<file path="config.mk">
export PLATFORM = sky130hd
export DESIGN_NAME = mc_controller_flat
export DESIGN_NICKNAME = d
export VERILOG_FILES = /design/src/rtl/mc_if.sv /design/src/rtl/mc_controller.sv /design/src/flat_wrapper.sv
export SDC_FILE = /design/constraint.sdc
export NUM_CORES = 1
export LEC_CHECK = 0
export CAP_MARGIN = 20
export CORE_MARGIN = 2
export CORE_UTILIZATION = 41
export DETAILED_ROUTE_END_ITERATION = 16
export PLACE_DENSITY = 0.84
export SETUP_SLACK_MARGIN = 0.1
export SYNTH_ARGS = -nofsm -noshare
export SYNTH_HDL_FRONTEND = slang
export SYNTH_SLANG_ARGS = --single-unit
export TNS_END_PERCENT = 100
</file>
<file path="constraint.sdc">
create_clock -name clk -period 2.2 [get_ports clk]
set_input_delay 0.44 -clock clk [delete_from_list [all_inputs] [get_ports clk]]
set_output_delay 0.44 -clock clk [all_outputs]
set_load 0.05 [all_outputs]
</file>
<file path="src/rtl/mc_if.sv">
// Handshake and control bundle between the multi-cycle controller and the
// MIPS datapath/memory. The controller sits on the slave side.
interface mc_if #(
   parameter int ALU_OP_W = 4
);
   logic [5:0]          op;
   logic [5:0]          func;
   logic                eq;
   logic                mem_ready;
   logic                imem_req;
   logic                dmem_req;
   logic                mem_write;
   logic                ir_write;
   logic                pc_write;
   logic                reg_write;
   logic                control_a;
   logic                control_b;
   logic                sign_ext;
   logic                dest;
   logic                jal;
   logic                mem_to_reg;
   logic [ALU_OP_W-1:0] alu_op;
   logic [1:0]          next_op;
   logic                illegal;
   logic                bus_err;
   logic                instr_done;
   logic [2:0]          state;

   modport slave (
      input  op, func, eq, mem_ready,
      output imem_req, dmem_req, mem_write, ir_write, pc_write, reg_write,
             control_a, control_b, sign_ext, dest, jal, mem_to_reg,
             alu_op, next_op, illegal, bus_err, instr_done, state
   );

   modport master (
      output op, func, eq, mem_ready,
      input  imem_req, dmem_req, mem_write, ir_write, pc_write, reg_write,
             control_a, control_b, sign_ext, dest, jal, mem_to_reg,
             alu_op, next_op, illegal, bus_err, instr_done, state
   );
endinterface

</file>
<file path="src/rtl/mc_controller.sv">
// Multi-cycle MIPS control unit: FETCH/DECODE/EXEC/MEM/WB sequencer with
// memory ready handshake, illegal-instruction trap and optional memory timeout.
module mc_controller #(
   parameter int ALU_OP_W    = 4,
   parameter int MEM_TIMEOUT = 0
) (
   input logic  clk,
   input logic  rst_n,
   mc_if.slave  bus
);

   typedef enum logic [2:0] {
      FETCH  = 3'd0,
      DECODE = 3'd1,
      EXEC   = 3'd2,
      MEM    = 3'd3,
      WB     = 3'd4
   } state_t;

   typedef enum logic [2:0] {
      C_ALU, C_LW, C_SW, C_BR, C_J, C_JAL, C_JR, C_ILL
   } class_t;

   localparam logic [ALU_OP_W-1:0] ALU_ADD  = ALU_OP_W'(0);
   localparam logic [ALU_OP_W-1:0] ALU_SUB  = ALU_OP_W'(1);
   localparam logic [ALU_OP_W-1:0] ALU_AND  = ALU_OP_W'(2);
   localparam logic [ALU_OP_W-1:0] ALU_OR   = ALU_OP_W'(3);
   localparam logic [ALU_OP_W-1:0] ALU_XOR  = ALU_OP_W'(4);
   localparam logic [ALU_OP_W-1:0] ALU_NOR  = ALU_OP_W'(5);
   localparam logic [ALU_OP_W-1:0] ALU_SLT  = ALU_OP_W'(6);
   localparam logic [ALU_OP_W-1:0] ALU_SLL  = ALU_OP_W'(7);
   localparam logic [ALU_OP_W-1:0] ALU_SRL  = ALU_OP_W'(8);
   localparam logic [ALU_OP_W-1:0] ALU_SRA  = ALU_OP_W'(9);
   localparam logic [ALU_OP_W-1:0] ALU_LUI  = ALU_OP_W'(10);
   localparam logic [ALU_OP_W-1:0] ALU_NONE = '1;

   // The wait counter only ever needs to hold MEM_TIMEOUT-1 before it fires.
   localparam int CNT_W = (MEM_TIMEOUT > 1) ? $clog2(MEM_TIMEOUT) : 1;
   localparam logic [CNT_W-1:0] LIMIT = CNT_W'((MEM_TIMEOUT > 0) ? MEM_TIMEOUT - 1 : 0);

   state_t              r_state;
   state_t              w_nextState;
   logic [CNT_W-1:0]    r_waitCnt;
   class_t              w_class;
   logic [ALU_OP_W-1:0] w_aluOp;
   logic                w_ctlA, w_ctlB, w_sext, w_dest, w_isBne, w_taken;
   logic                w_waiting, w_timeout;
   logic                w_imemReq, w_dmemReq, w_memWrite, w_irWrite, w_pcWrite;
   logic                w_regWrite, w_illegal, w_busErr, w_done;
   logic [1:0]          w_nextOp;

   always_comb begin
      w_class = C_ILL;
      w_aluOp = ALU_NONE;
      w_ctlA  = 1'b0;
      w_ctlB  = 1'b0;
      w_sext  = 1'b0;
      w_dest  = 1'b0;
      case (bus.op)
         6'b000000: begin
            case (bus.func)
               6'b100000, 6'b100001: begin w_class = C_ALU; w_aluOp = ALU_ADD; w_dest = 1'b1; end
               6'b100010, 6'b100011: begin w_class = C_ALU; w_aluOp = ALU_SUB; w_dest = 1'b1; end
               6'b100100:            begin w_class = C_ALU; w_aluOp = ALU_AND; w_dest = 1'b1; end
               6'b100101:            begin w_class = C_ALU; w_aluOp = ALU_OR;  w_dest = 1'b1; end
               6'b100110:            begin w_class = C_ALU; w_aluOp = ALU_XOR; w_dest = 1'b1; end
               6'b100111:            begin w_class = C_ALU; w_aluOp = ALU_NOR; w_dest = 1'b1; end
               6'b101010, 6'b101011: begin w_class = C_ALU; w_aluOp = ALU_SLT; w_dest = 1'b1; end
               6'b000000: begin w_class = C_ALU; w_aluOp = ALU_SLL; w_dest = 1'b1; w_ctlA = 1'b1; end
               6'b000010: begin w_class = C_ALU; w_aluOp = ALU_SRL; w_dest = 1'b1; w_ctlA = 1'b1; end
               6'b000011: begin w_class = C_ALU; w_aluOp = ALU_SRA; w_dest = 1'b1; w_ctlA = 1'b1; end
               6'b000100: begin w_class = C_ALU; w_aluOp = ALU_SLL; w_dest = 1'b1; end
               6'b000110: begin w_class = C_ALU; w_aluOp = ALU_SRL; w_dest = 1'b1; end
               6'b000111: begin w_class = C_ALU; w_aluOp = ALU_SRA; w_dest = 1'b1; end
               6'b001000: w_class = C_JR;
               default:   w_class = C_ILL;
            endcase
         end
         6'b001000, 6'b001001: begin w_class = C_ALU; w_aluOp = ALU_ADD; w_ctlB = 1'b1; w_sext = 1'b1; end
         6'b001100: begin w_class = C_ALU; w_aluOp = ALU_AND; w_ctlB = 1'b1; end
         6'b001101: begin w_class = C_ALU; w_aluOp = ALU_OR;  w_ctlB = 1'b1; end
         6'b001110: begin w_class = C_ALU; w_aluOp = ALU_XOR; w_ctlB = 1'b1; end
         6'b001111: begin w_class = C_ALU; w_aluOp = ALU_LUI; w_ctlB = 1'b1; end
         6'b001010: begin w_class = C_ALU; w_aluOp = ALU_SLT; w_ctlB = 1'b1; w_sext = 1'b1; end
         6'b001011: begin w_class = C_ALU; w_aluOp = ALU_SLT; w_ctlB = 1'b1; end
         6'b100011: begin w_class = C_LW;  w_aluOp = ALU_ADD; w_ctlB = 1'b1; w_sext = 1'b1; end
         6'b101011: begin w_class = C_SW;  w_aluOp = ALU_ADD; w_ctlB = 1'b1; w_sext = 1'b1; end
         6'b000100, 6'b000101: begin w_class = C_BR; w_aluOp = ALU_SUB; end
         6'b000010: w_class = C_J;
         6'b000011: w_class = C_JAL;
         default:   w_class = C_ILL;
      endcase
   end

   assign w_isBne   = (bus.op == 6'b000101);
   assign w_taken   = w_isBne ? !bus.eq : bus.eq;
   assign w_waiting = ((r_state == FETCH) || (r_state == MEM)) && !bus.mem_ready;
   assign w_timeout = (MEM_TIMEOUT > 0) && w_waiting && (r_waitCnt == LIMIT);

   always_ff @(posedge clk or negedge rst_n) begin
      if (!rst_n) begin
         r_state <= FETCH;
      end else begin
         r_state <= w_nextState;
      end
   end

   // Any state change, including a timed-out re-fetch, restarts the wait count.
   always_ff @(posedge clk or negedge rst_n) begin
      if (!rst_n) begin
         r_waitCnt <= '0;
      end else if ((w_nextState != r_state) || w_busErr) begin
         r_waitCnt <= '0;
      end else if (w_waiting) begin
         r_waitCnt <= r_waitCnt + 1'b1;
      end
   end

   always_comb begin
      w_nextState = r_state;
      w_imemReq   = 1'b0;
      w_dmemReq   = 1'b0;
      w_memWrite  = 1'b0;
      w_irWrite   = 1'b0;
      w_pcWrite   = 1'b0;
      w_regWrite  = 1'b0;
      w_illegal   = 1'b0;
      w_busErr    = 1'b0;
      w_done      = 1'b0;
      w_nextOp    = 2'b00;
      case (r_state)
         FETCH: begin
            w_imemReq = 1'b1;
            if (bus.mem_ready) begin
               w_irWrite   = 1'b1;
               w_nextState = DECODE;
            end else if (w_timeout) begin
               w_busErr    = 1'b1;
               w_nextState = FETCH;
            end
         end
         DECODE: begin
            if (w_class == C_ILL) begin
               w_illegal   = 1'b1;
               w_pcWrite   = 1'b1;
               w_done      = 1'b1;
               w_nextState = FETCH;
            end else begin
               w_nextState = EXEC;
            end
         end
         EXEC: begin
            case (w_class)
               C_BR: begin
                  w_pcWrite   = 1'b1;
                  w_nextOp    = w_taken ? 2'b01 : 2'b00;
                  w_done      = 1'b1;
                  w_nextState = FETCH;
               end
               C_J: begin
                  w_pcWrite   = 1'b1;
                  w_nextOp    = 2'b10;
                  w_done      = 1'b1;
                  w_nextState = FETCH;
               end
               C_JR: begin
                  w_pcWrite   = 1'b1;
                  w_nextOp    = 2'b11;
                  w_done      = 1'b1;
                  w_nextState = FETCH;
               end
               C_JAL: begin
                  w_pcWrite   = 1'b1;
                  w_regWrite  = 1'b1;
                  w_nextOp    = 2'b10;
                  w_done      = 1'b1;
                  w_nextState = FETCH;
               end
               C_LW, C_SW: w_nextState = MEM;
               default:    w_nextState = WB;
            endcase
         end
         MEM: begin
            w_dmemReq = 1'b1;
            if (bus.mem_ready) begin
               w_memWrite = (w_class == C_SW);
               if (w_class == C_SW) begin
                  w_pcWrite   = 1'b1;
                  w_done      = 1'b1;
                  w_nextState = FETCH;
               end else begin
                  w_nextState = WB;
               end
            end else if (w_timeout) begin
               w_busErr    = 1'b1;
               w_nextState = FETCH;
            end else begin
               w_memWrite = (w_class == C_SW);
            end
         end
         WB: begin
            w_regWrite  = 1'b1;
            w_pcWrite   = 1'b1;
            w_done      = 1'b1;
            w_nextState = FETCH;
         end
         default: w_nextState = FETCH;
      endcase
   end

   // Strobes and requests are forced low for the whole time reset is held.
   assign bus.imem_req   = rst_n & w_imemReq;
   assign bus.dmem_req   = rst_n & w_dmemReq;
   assign bus.mem_write  = rst_n & w_memWrite;
   assign bus.ir_write   = rst_n & w_irWrite;
   assign bus.pc_write   = rst_n & w_pcWrite;
   assign bus.reg_write  = rst_n & w_regWrite;
   assign bus.illegal    = rst_n & w_illegal;
   assign bus.bus_err    = rst_n & w_busErr;
   assign bus.instr_done = rst_n & w_done;
   assign bus.next_op    = w_nextOp;
   assign bus.alu_op     = w_aluOp;
   assign bus.control_a  = w_ctlA;
   assign bus.control_b  = w_ctlB;
   assign bus.sign_ext   = w_sext;
   assign bus.dest       = w_dest;
   assign bus.jal        = (w_class == C_JAL);
   assign bus.mem_to_reg = (w_class == C_LW);
   assign bus.state      = r_state;

endmodule

</file>
<file path="src/flat_wrapper.sv">
// flat-port wrapper written by rule: the top's interface ports become plain ports
module mc_controller_flat 
#(
   parameter int ALU_OP_W    = 4,
   parameter int MEM_TIMEOUT = 0
)
  (clk, rst_n, bus_op, bus_func, bus_eq, bus_mem_ready, bus_imem_req, bus_dmem_req, bus_mem_write, bus_ir_write, bus_pc_write, bus_reg_write, bus_control_a, bus_control_b, bus_sign_ext, bus_dest, bus_jal, bus_mem_to_reg, bus_alu_op, bus_next_op, bus_illegal, bus_bus_err, bus_instr_done, bus_state);
  mc_if #(.ALU_OP_W(ALU_OP_W)) bus_i ();
  input logic clk;
  input logic rst_n;
  input wire logic [$bits(bus_i.op)-1:0] bus_op;
  input wire logic [$bits(bus_i.func)-1:0] bus_func;
  input wire logic [$bits(bus_i.eq)-1:0] bus_eq;
  input wire logic [$bits(bus_i.mem_ready)-1:0] bus_mem_ready;
  output wire logic [$bits(bus_i.imem_req)-1:0] bus_imem_req;
  output wire logic [$bits(bus_i.dmem_req)-1:0] bus_dmem_req;
  output wire logic [$bits(bus_i.mem_write)-1:0] bus_mem_write;
  output wire logic [$bits(bus_i.ir_write)-1:0] bus_ir_write;
  output wire logic [$bits(bus_i.pc_write)-1:0] bus_pc_write;
  output wire logic [$bits(bus_i.reg_write)-1:0] bus_reg_write;
  output wire logic [$bits(bus_i.control_a)-1:0] bus_control_a;
  output wire logic [$bits(bus_i.control_b)-1:0] bus_control_b;
  output wire logic [$bits(bus_i.sign_ext)-1:0] bus_sign_ext;
  output wire logic [$bits(bus_i.dest)-1:0] bus_dest;
  output wire logic [$bits(bus_i.jal)-1:0] bus_jal;
  output wire logic [$bits(bus_i.mem_to_reg)-1:0] bus_mem_to_reg;
  output wire logic [$bits(bus_i.alu_op)-1:0] bus_alu_op;
  output wire logic [$bits(bus_i.next_op)-1:0] bus_next_op;
  output wire logic [$bits(bus_i.illegal)-1:0] bus_illegal;
  output wire logic [$bits(bus_i.bus_err)-1:0] bus_bus_err;
  output wire logic [$bits(bus_i.instr_done)-1:0] bus_instr_done;
  output wire logic [$bits(bus_i.state)-1:0] bus_state;
  assign bus_i.op = bus_op;
  assign bus_i.func = bus_func;
  assign bus_i.eq = bus_eq;
  assign bus_i.mem_ready = bus_mem_ready;
  assign bus_imem_req = bus_i.imem_req;
  assign bus_dmem_req = bus_i.dmem_req;
  assign bus_mem_write = bus_i.mem_write;
  assign bus_ir_write = bus_i.ir_write;
  assign bus_pc_write = bus_i.pc_write;
  assign bus_reg_write = bus_i.reg_write;
  assign bus_control_a = bus_i.control_a;
  assign bus_control_b = bus_i.control_b;
  assign bus_sign_ext = bus_i.sign_ext;
  assign bus_dest = bus_i.dest;
  assign bus_jal = bus_i.jal;
  assign bus_mem_to_reg = bus_i.mem_to_reg;
  assign bus_alu_op = bus_i.alu_op;
  assign bus_next_op = bus_i.next_op;
  assign bus_illegal = bus_i.illegal;
  assign bus_bus_err = bus_i.bus_err;
  assign bus_instr_done = bus_i.instr_done;
  assign bus_state = bus_i.state;
  mc_controller #(.ALU_OP_W(ALU_OP_W), .MEM_TIMEOUT(MEM_TIMEOUT)) u_core (.clk(clk), .rst_n(rst_n), .bus(bus_i));
endmodule
</file>
==> results.json, run 1 <==
{
  "haltStage": "clock tree synthesis",
  "synth_edf_count": 0,
  "synth.mux.area_fraction_pct": 1.16,
  "start_util_pct": 43.9,
  "yosys_warnings": 0,
  "synth_top_area_share_pct": 8.72,
  "avgSynthCellArea_um2": 6.67,
  "synth-async-reset-ratio_pct": 100,
  "status": "aborted with a tool error",
  "post_cts_resized": 94,
  "firstError": "[ERROR DPL-0038] Utilization greater than 100%, impossible to legalize",
  "cts_setup_buffers": 7,
  "yosys-top-cells-area": "dfrtp_1 8.7%, nor2_1 7.8%, a21oi_1 6.4%",
  "die_h_um": 49.8,
  "cts-buffers-inserted": 3,
  "synth_compound_area_share_pct": 34.7,
  "syn_area_um2": 861,
  "dp_hpwl_um": 3120,
  "synth_xor_area_share_pct": 2.03,
  "root_buffer": "clkbuf_4",
  "io_buffers": 38,
  "cts_sinks": 3,
  "die_x_um": 49.8,
  "synthAdderAreaFrac_pct": 0,
  "ys_seq_area_share_pct": 8.72,
  "yosys.area.top_type": "dfrtp_1",
  "ys_seq_elements": 3,
  "yosys.area_share.simple_pct": 41.7,
  "routabilityCongestion": 0.951,
  "ys_types": 49,
  "num_rows": 16,
  "syn-num-nets": 145,
  "io_pins": 40,
  "netlist_instances": 129,
  "ys.flop_type": "dfrtp_1",
  "cts_buffer_depth": 2,
  "cts-hold-fix-buffers": 0,
  "cts_max_level": 1,
  "synth_top_family_by_area": "simple AND/OR/NAND/NOR gates"
}
## cells by family after synthesis
| group | count (synthesis) |
|---|---|
| AO/OA/AOI/OAI | 40 |
| XOR/XNOR | 2 |
| buffers and inverters | 18 |
| flip-flops | 3 |
| multiplexers | 1 |
| other | 1 |
| AND/OR/NAND/NOR | 64 |
## stage by stage
stage / setup slack [ns] / utilization (%) / std cells / area, um2
after floorplan: -0.132 / - / 129 / 1020
after global placement: -0.446 / 91.4 / 218 / 1790
after detailed placement: -0.543 / 91.4 / 218 / 1790
## cells in the mapped netlist, types with 3 or more instances
cell	instances
o22ai_1	3
nor3_1	6
nor2b_1	6
inv_1	4
buf_2	5
nand2_1	6
a21oi_1	11
nand3_1	5
clkbuf_1	5
and3_1	3
dfrtp_1	3
nor2_1	18
nand2b_1	4
o21ai_0	6
==> run 2, diff against run 1 <==
Settings changed: CORE_AREA from default to 2 2 63 65, CORE_MARGIN 2 to default, CORE_UTILIZATION 41 to default, DIE_AREA from default to 0 0 65 67, PLACE_DENSITY 0.84 to default, PLACE_DENSITY_LB_ADDON from default to 0.15, SETUP_SLACK_MARGIN 0.1 to default.
==> run 2 against run 1 <==
The flow now finishes, with violations (negative setup slack). Synthesized cell count did not move. Synthesized area did not move.
==> results.json, run 2 <==
{
  "status": "finished with violations",
  "violations": "negative setup slack",
  "core_area_um2": 3610,
  "crit_chain": "buf_6 > buf_6 > buf_4 > and4b_1 > a211oi_4 > buf_4 > o311a_1 > buf_6",
  "finalClockSkew_ns": 0.000831,
  "worst_pin_slew_ns": 0.497,
  "r2r_slack_ns": 1.05,
  "ys.flop_type": "dfrtp_1",
  "synth_edf_count": 0,
  "cts-buffers-inserted": 3,
  "vdd_drop_max_v": 0.000623,
  "yosysMostFrequentCell": "nor2_1",
  "critPathLaunchType": "primary input",
  "r2r_start": "u_core.bus.state[0]$_DFFE_PN0P_",
  "slew_headroom_pct": 66.8,
  "syn_area_um2": 861,
  "final_cell_mix": "45 x buf_4, 18 x buf_12, 10 x nor2_1, 8 x a21oi_1",
  "avgSynthCellArea_um2": 6.67,
  "root_buffer": "clkbuf_8",
  "drive_gt1_share_pct": 61.4,
  "cap_violations": 0,
  "largest_reg_flops": 3,
  "nets": 219,
  "grt_overflow": 0,
  "cts_max_level": 1,
  "hold_viol": 0,
  "power_density_nw_per_um2": 594,
  "start_util_pct": 23.9,
  "antenna_found_initial": 0,
  "fmax_mhz": 441,
  "detail-route-antenna-nets": 0,
  "routed_via_density": 4.91,
  "grt_first_pass_wirelength_um": 5820,
  "yosys-top-cells-area": "dfrtp_1 8.7%, nor2_1 7.8%, a21oi_1 6.4%",
  "cp.required_ns": 1.76,
  "wirelength_um": 3350,
  "dp_hpwl_um": 2540,
  "multi_input_area_um2": 942,
  "worstHoldPathType": "in2async",
  "dpl.cell_count": 238,
  "drt_iter0_drc": 73,
  "slew_viol_final": 0,
  "grt_usage_pct": 17.0,
  "die_h_um": 67,
  "instances_no_fill": 250,
  "cts_buffer_depth": 2,
  "n_fill_cell": 336,
  "power_uw": 1200,
  "path_buf_inv": 5,
  "yosys-top-cells-count": "18 x nor2_1, 11 x a21oi_1",
  "ys_seq_area_share_pct": 8.72,
  "diodes": 0,
  "yosys.area.top_type": "dfrtp_1",
  "fin_crit_sh_pct": 103,
  "crit_top_cell": "buf_6",
  "syn-num-nets": 145,
  "ys_seq_elements": 3,
  "routabilityCongestion": 0.853,
  "cts_sinks": 3,
  "wl_per_cell_um": 13.4,
  "period_needed_ns": 2.27,
  "yosys_warnings": 0,
  "cellLeakagePower_uw": 0.000816,
  "synth_top_area_share_pct": 8.72,
  "cp.arrival_ns": 1.83,
  "io_pins": 40,
  "reg2reg_depth": 3,
  "path_clk_slew_ns": 0.03,
  "end_kind": "primary output",
  "rsz0062_at_grt": "true",
  "fin_ws_ns": -0.0694,
  "netlist_instances": 129,
  "layout_commonest_cell": "buf_4",
  "grt_max_degree": 14,
  "cp_max_fo": 3,
  "tritoncts": "built",
  "grt_pass1_vias": 1311,
  "drc": 0,
  "r2r_end": "u_core.bus.state[2]$_DFFE_PN0P_",
  "setup_viol": 4,
  "ys_types": 49,
  "critical-path-top-delay-family": "buffers and inverters",
  "die_area_um2": 4360,
  "max_stage_delay_ns": 0.31,
  "dr.pass1.iters": 4,
  "critical_path_class": "in2out",
  "io_buffers": 38,
  "die_x_um": 65,
  "insertion_delay_ns": 0.22,
  "synthToLayoutAreaGrowth_pct": 135,
  "synth-async-reset-ratio_pct": 100,
  "vias": 1228,
  "register_area_um2": 76.3,
  "crit_path_top_delay_cell": "a211oi_4",
  "num_rows": 22
}
run 2: cell counts after synthesis:
No cell type changed its count.
run 2: per-stage QoR:
stage          util, %  worst slack, ns  hold WS (ns)  setup TNS (ns)  instance area [um2]
6_report          56.1          -0.0694         0.545          -0.167                 2020
5_1_grt           56.1           -0.119         0.547          -0.381                 2020
4_1_cts           53.6           -0.124         0.540          -0.384                 1930
3_5_place_dp      49.4           -0.488         0.648           -5.50                 1780
3_3_place_gp      49.4           -0.451         0.645           -5.30                 1780
2_1_floorplan        -           -0.165         0.144          -0.544                  986
run 2: kinds of logic (layout without fill, tap and decap cells):
group                     count (synthesis)  count (layout)  synth area share, %
AOI/OAI and AO/OA                        40              40                 34.7
muxes                                     1               1                 1.16
and+or+nand+nor                          64              64                 41.7
buffers and inverters                    18              91                 11.2
xor gates and xnor gates                  2               2                 2.04
other                                     1               1                0.436
DFF                                       3               3                 8.72
run 2: worst max-delay path by stage:
stage | slack (ns) | end | from | cells past startpoint
after floorplan | -0.16 | bus_control_a | bus_op[2] | 4
after global placement | -0.45 | bus_pc_write | bus_op[0] | 7
after detailed placement | -0.49 | bus_pc_write | bus_op[0] | 7
after CTS | -0.12 | bus_pc_write | bus_func[0] | 7
after global routing | -0.12 | bus_illegal | bus_func[0] | 7
final | -0.07 | bus_illegal | bus_func[3] | 8
run 2: layer usage:
metal  track usage (%)  share of wire (%)  vias up
li1                  -                  -      611
met1              19.6                 40      580
met2              31.8                 54       32
met3              2.53                4.6        5
met4              5.59                1.1        0
met5                 0                  0        -
run 2: what timing repair did:
item,in CTS,in global routing
gates resized for setup,67,21
setup endpoints to repair,17,10
hold buffers,0,0
buffers inserted,6,2
pin swaps,10,13
run 2: area by class of cell:
class                      count  share of cell area [%]
multi-input combinational    108                    46.5
timing repair buffer          83                    43.8
sequential                     3                    3.77
tap                           48                    2.97
clock buffer                   4                    2.22
inverter                       4                   0.742
run 2: report_power, final:
group | switching (uW) | leakage (uW) | internal, uW
clock network | 40.1 | 0.0000228 | 124
registers | 45.0 | 0.0000373 | 79.8
logic | 518 | 0.000756 | 396
total | 603 | 0.000816 | 600
run 2: worst reg2reg max path, stage by stage, from the launching register on:
cell and delay, ns:
dfrtp_1 0.36, buf_4 0.19, or3_1 0.38, a21oi_1 0.14
Note: power is estimated with default switching activity, not from simulation.
